### config.mk
export PLATFORM = sky130hd
export DESIGN_NAME = seven_seg_demux_decoder
export DESIGN_NICKNAME = d
export VERILOG_FILES = /design/src/rtl/seven_seg_demux_decoder.sv
export SDC_FILE = /design/constraint.sdc
export NUM_CORES = 1
export LEC_CHECK = 0
export CAP_MARGIN = 20
export CELL_PAD_IN_SITES_DETAIL_PLACEMENT = 1
export CELL_PAD_IN_SITES_GLOBAL_PLACEMENT = 2
export CORE_MARGIN = 3
export CORE_UTILIZATION = 30
export CTS_CLUSTER_DIAMETER = 100
export DETAILED_ROUTE_END_ITERATION = 6
export PLACE_DENSITY_LB_ADDON = 0.1
export REMOVE_ABC_BUFFERS = 1
export SYNTH_ARGS = -nofsm -noshare
export SYNTH_HDL_FRONTEND = slang
export SYNTH_SLANG_ARGS = --single-unit
### constraint.sdc
create_clock -name clk -period 1.6 [get_ports clk]
set_input_delay 0.4 -clock clk [delete_from_list [all_inputs] [get_ports clk]]
set_output_delay 0.4 -clock clk [all_outputs]
set_load 0.01 [all_outputs]
### src/rtl/seven_seg_demux_decoder.sv
// Receive side of a time-multiplexed two-digit 7-segment bus: syncs and settles the bus,
// rebuilds {hi,lo}, decodes to hex, flags illegal/stale data. SEVEN_SEG_ERRCNT_EN adds err_count.
module seven_seg_demux_decoder #(
  parameter int SETTLE  = 4,
  parameter int TIMEOUT = 8192
) (
  input  logic        clk,
  input  logic        rst,
  input  logic [6:0]  seg_in,
  input  logic        dsel_in,
  output logic [13:0] both7seg_out,
  output logic [3:0]  digit_hi,
  output logic [3:0]  digit_lo,
  output logic        hi_valid,
  output logic        lo_valid,
  output logic        frame_done,
  output logic        err_pulse,
  output logic        stale
`ifdef SEVEN_SEG_ERRCNT_EN
  ,
  output logic [7:0]  err_count
`endif
);

  localparam int CNT_W  = $clog2(SETTLE + 1);
  localparam int TCNT_W = $clog2(TIMEOUT);
  localparam logic [CNT_W-1:0]  SETTLE_C = CNT_W'(SETTLE);
  localparam logic [CNT_W-1:0]  CAP_AT   = CNT_W'(SETTLE - 1);
  localparam logic [TCNT_W-1:0] TMAX     = TCNT_W'(TIMEOUT - 1);
  localparam logic [TCNT_W-1:0] TSTALE   = TCNT_W'(TIMEOUT - 2);

  // Returns {legal, hex}; unknown patterns decode to {0, 0}.
  function automatic logic [4:0] decode(input logic [6:0] p);
    case (p)
      7'h3F: decode = 5'h10;
      7'h06: decode = 5'h11;
      7'h5B: decode = 5'h12;
      7'h4F: decode = 5'h13;
      7'h66: decode = 5'h14;
      7'h6D: decode = 5'h15;
      7'h7D: decode = 5'h16;
      7'h07: decode = 5'h17;
      7'h7F: decode = 5'h18;
      7'h6F: decode = 5'h19;
      7'h77: decode = 5'h1A;
      7'h7C: decode = 5'h1B;
      7'h39: decode = 5'h1C;
      7'h5E: decode = 5'h1D;
      7'h79: decode = 5'h1E;
      7'h71: decode = 5'h1F;
      default: decode = 5'h00;
    endcase
  endfunction

  logic [7:0]        s1_q, s1_d, s2_q, s2_d;
  logic [CNT_W-1:0]  cnt_q, cnt_d;
  logic [TCNT_W-1:0] tcnt_q, tcnt_d;
  logic [6:0]        hi_seg_q, hi_seg_d, lo_seg_q, lo_seg_d;
  logic [3:0]        dig_hi_q, dig_hi_d, dig_lo_q, dig_lo_d;
  logic              hi_vld_q, hi_vld_d, lo_vld_q, lo_vld_d;
  logic              last_hi_q, last_hi_d;
  logic              fd_q, fd_d, err_q, err_d, stale_q, stale_d;
  logic              same, capture;
  logic [4:0]        dec;

  always_comb begin
    s1_d      = {dsel_in, seg_in};
    s2_d      = s1_q;
    same      = (s1_q == s2_q);
    capture   = same && (cnt_q == CAP_AT);
    dec       = decode(s2_q[6:0]);
    cnt_d     = cnt_q;
    tcnt_d    = tcnt_q;
    hi_seg_d  = hi_seg_q;
    lo_seg_d  = lo_seg_q;
    dig_hi_d  = dig_hi_q;
    dig_lo_d  = dig_lo_q;
    hi_vld_d  = hi_vld_q;
    lo_vld_d  = lo_vld_q;
    last_hi_d = last_hi_q;
    stale_d   = stale_q;
    fd_d      = 1'b0;
    err_d     = 1'b0;

    // Settle counter parks at SETTLE so a stable period captures only once.
    if (!same) begin
      cnt_d = '0;
    end else if (cnt_q != SETTLE_C) begin
      cnt_d = cnt_q + 1'b1;
    end

    if (capture) begin
      tcnt_d    = '0;
      stale_d   = 1'b0;
      err_d     = ~dec[4];
      last_hi_d = s2_q[7];
      if (s2_q[7]) begin
        hi_seg_d = s2_q[6:0];
        dig_hi_d = dec[3:0];
        hi_vld_d = 1'b1;
      end else begin
        lo_seg_d = s2_q[6:0];
        dig_lo_d = dec[3:0];
        lo_vld_d = 1'b1;
        fd_d     = last_hi_q;
      end
    end else begin
      if (tcnt_q != TMAX) begin
        tcnt_d = tcnt_q + 1'b1;
      end
      // Display data is kept; only the validity flags drop when stale.
      if (tcnt_q >= TSTALE) begin
        stale_d  = 1'b1;
        hi_vld_d = 1'b0;
        lo_vld_d = 1'b0;
      end
    end
  end

  always_ff @(posedge clk) begin
    if (rst) begin
      s1_q      <= '0;
      s2_q      <= '0;
      cnt_q     <= '0;
      tcnt_q    <= '0;
      hi_seg_q  <= '0;
      lo_seg_q  <= '0;
      dig_hi_q  <= '0;
      dig_lo_q  <= '0;
      hi_vld_q  <= 1'b0;
      lo_vld_q  <= 1'b0;
      last_hi_q <= 1'b0;
      fd_q      <= 1'b0;
      err_q     <= 1'b0;
      stale_q   <= 1'b0;
    end else begin
      s1_q      <= s1_d;
      s2_q      <= s2_d;
      cnt_q     <= cnt_d;
      tcnt_q    <= tcnt_d;
      hi_seg_q  <= hi_seg_d;
      lo_seg_q  <= lo_seg_d;
      dig_hi_q  <= dig_hi_d;
      dig_lo_q  <= dig_lo_d;
      hi_vld_q  <= hi_vld_d;
      lo_vld_q  <= lo_vld_d;
      last_hi_q <= last_hi_d;
      fd_q      <= fd_d;
      err_q     <= err_d;
      stale_q   <= stale_d;
    end
  end

`ifdef SEVEN_SEG_ERRCNT_EN
  logic [7:0] errcnt_q, errcnt_d;

  always_comb begin
    errcnt_d = errcnt_q;
    if (err_d && (errcnt_q != 8'hFF)) begin
      errcnt_d = errcnt_q + 8'd1;
    end
  end

  always_ff @(posedge clk) begin
    if (rst) begin
      errcnt_q <= '0;
    end else begin
      errcnt_q <= errcnt_d;
    end
  end

  assign err_count = errcnt_q;
`endif

  assign both7seg_out = {hi_seg_q, lo_seg_q};
  assign digit_hi     = dig_hi_q;
  assign digit_lo     = dig_lo_q;
  assign hi_valid     = hi_vld_q;
  assign lo_valid     = lo_vld_q;
  assign frame_done   = fd_q;
  assign err_pulse    = err_q;
  assign stale        = stale_q;

endmodule

==> flow_summary.ini <==
[run_status]
status = complete, but fails checks
failed_checks = setup timing

[sta]
tightest_slew_ns = 0.376
final_max_slew_viol_count = 0
period_needed_ns = 1.67
rsz0062_at_grt = true
max_slew_margin_pct = 74.2
finalSetupViolCount = 26
whs_ns = 0.452
max_freq_mhz = 598
tns_ns = -0.846
finalWorstSetupSlack_ns = -0.0730
period_share_pct = 105
hold_violations = 0
skew_ns = 0.00586

[critical_path]
reg2regPathDepth = 8
required_ns = 1.86
arrival_ns = 1.94
start_kind = flip-flop
worstSetupPathType = reg2reg
crit_fanout = 6
endpoint_kind = flip-flop

[synth]
ys_ff_latch = 60
yosysTopAreaCellShare_pct = 44.1
syn_area_um2 = 2720
synth_top_area_cell = dfxtp_1
ys_types = 54
ys_seq_area_share_pct = 44.1
ys_async_sr_fraction_pct = 0
syn_inst = 303
syn_avg_cell_area_um2 = 8.99
ys.flop_type = dfxtp_1
synthTopCellsByArea = dfxtp_1 44%, nand2_1 4.8%, mux2i_1 4.8%
synth_edf_count = 0
yosys_warnings = 0

[die]
dieArea_um2 = 10300
rows = 34
core_um2 = 8760
die_w_um = 101
ios = 37
die_h_um = 101
start_util_pct = 31.1

[placement]
place_congestion = 0.768
port_buffers = 36
dp_hpwl_mm = 5.14

[clock_tree]
cts_tree = built
numCtsBuffers = 9
clk_pin_slew_worst_paths_ns = 0.06
cts_root_buf = clkbuf_8
clk_latency_ns = 0.33
clock_sinks = 60
cts_htree_levels = 3
clockBufferDepth = 2

[drt]
vias_per_cell = 4.83
wl_mm = 7.88
drtIter0Drc = 82
route.detailed.wl_per_inst_um = 15.5
vias = 2458
drcViolationCount = 0
ant_nets = 0
drtPass1Iterations = 4

[job]
maxCapViolCount = 0

[finish]
syn2layout_area_growth_pct = 56.2
drive_above_1_share_pct = 39.7
layout.nets = 413
antennaDiodeCount = 0

[pwr]
clkPwrFrac_pct = 43.6
p_comb_share_pct = 9.3
internal-power_mw = 2.55
p_leak_nw = 1.79
switching_share_pct = 22.5
power_mw = 3.29
pwr-share-seq_pct = 47.0
peakVddDrop_mv = 0.400
power_switching_mw = 0.742
power_density_nw_per_um2 = 774

[min_path]
min_path_type = reg2reg
min_path_cells = 2

[global_routing]
overflow = 0
grt_pass1_vias = 2444
antenna_found_initial = 0
grt_max_degree = 27
grt.total_usage_pct = 14.9
grt_pass1_wl_mm = 11.9
metal layers:
metal	share of wire [%]	vias to the layer above	GRT usage, %
met3	3.0	10	3.65
met4	1.5	0	4.91
li1	-	1231	-
met1	48	1174	20.3
met5	0	-	0
met2	48	43	23.2
power groups by stage:
stage	registers [mW]	clock network, mW	logic, mW
6_report	1.55	1.44	0.307
5_1_grt	1.55	1.54	0.329
4_1_cts	1.55	1.49	0.261
3_5_place_dp	1.58	0	0.238
3_3_place_gp	1.57	0	0.235
2_1_floorplan	1.59	0	0.0914
stage by stage:
stage	cells	instance area, um^2	setup WS [ns]	util [%]
after floorplan	282	2600	-0.312	-
after global placement	480	3530	-0.213	40.2
after detailed placement	480	3530	-0.250	40.2
after CTS	498	3930	-0.0846	44.9
after global routing	509	4250	-0.146	48.5
final	509	4250	-0.0730	48.5
cell usage in the layout, fill, tap and decap left out, types with 5 or more instances in the layout:
cell type and count:
dfxtp_1 44, xor2_1 10, nand2_1 32, mux2i_1 11, a21oi_2 5, inv_1 9
xnor2_1 6, nor2b_1 17, buf_6 10, dlygate4sd2_1 26, nand4_1 5, nand3_1 6
clkbuf_8 13, dfxtp_2 12, nor3_1 6, a21oi_1 9, nor2_4 5, clkdlybuf4s50_1 9
buf_4 52, nor2_1 24
Yosys cell counts, types with 2 or more instances:
master / count
a21oi_1: 14
a31oi_1: 3
buf_2: 6
buf_6: 4
clkbuf_1: 9
dfxtp_1: 60
ha_1: 5
inv_1: 9
mux2i_1: 13
nand2_1: 35
nand2b_1: 6
nand3_1: 7
nand4_1: 5
nand4b_1: 3
nor2_1: 33
nor2b_1: 17
nor3_1: 8
nor3b_1: 2
nor4_1: 2
o211a_1: 2
o21ai_0: 7
o31ai_1: 2
o32ai_1: 2
xnor2_1: 6
xor2_1: 14
flip-flops by register name (all words and copies together) (netlist names):
name and count:
cnt_q 3, digit_hi 4, digit_lo 4, err_pulse 1, frame_done 1, hi_seg_q 7
hi_valid 1, last_hi_q 1, lo_seg_q 7, lo_valid 1, s1_q 8, s2_q 8
stale 1, tcnt_q 13
layout make-up:
| class | instances | area, um^2 |
|---|---|---|
| Tap cell | 108 | 135 |
| Inverter | 9 | 33.8 |
| Clock inverter | 1 | 30.0 |
| Multi-Input combinational cell | 214 | 1710 |
| Fill cell | 1025 | 4510 |
| Timing Repair Buffer | 104 | 933 |
| Clock buffer | 13 | 179 |
| Sequential cell | 60 | 1230 |
worst max-delay path, stage by stage (launching register included):
cell     delay [ns]
dfxtp_2        0.34
ha_4           0.16
ha_4           0.15
nor3b_4        0.15
buf_4          0.14
and3_4         0.14
or2_4          0.29
buf_8          0.15
nor2_4         0.09
what timing repair did:
| action | 4_1_cts | 5_1_grt |
|---|---|---|
| cloned | 1 | 2 |
| hold buffers | 0 | 0 |
| pin swaps | 12 | 30 |
| gates resized for setup | 74 | 58 |
| setup endpoints to repair | 64 | 39 |
| setup buffers | 3 | 9 |
cells by family (layout without fill, tap and decap cells):
logic type,after synthesis,count (layout),synth area share [%]
AND/OR/NAND/NOR,133,134,26.0
AO/OA/AOI/OAI,42,42,10.7
XOR/XNOR,20,20,6.43
buffers and inverters,30,127,5.70
flip-flops,60,60,44.1
adder cells (fa/ha/maj),5,5,2.30
multiplexers,13,13,4.78
path summary, 6_finish.rpt:
check        slack [ns]   startpoint           to
max               -0.07     cnt_q[1]    tcnt_q[9]
min                0.45  hi_seg_q[3]  hi_seg_q[3]
max reg2reg       -0.07     cnt_q[1]    tcnt_q[9]
min reg2reg        0.45  hi_seg_q[3]  hi_seg_q[3]
Note: power is estimated with default switching activity, not from simulation.
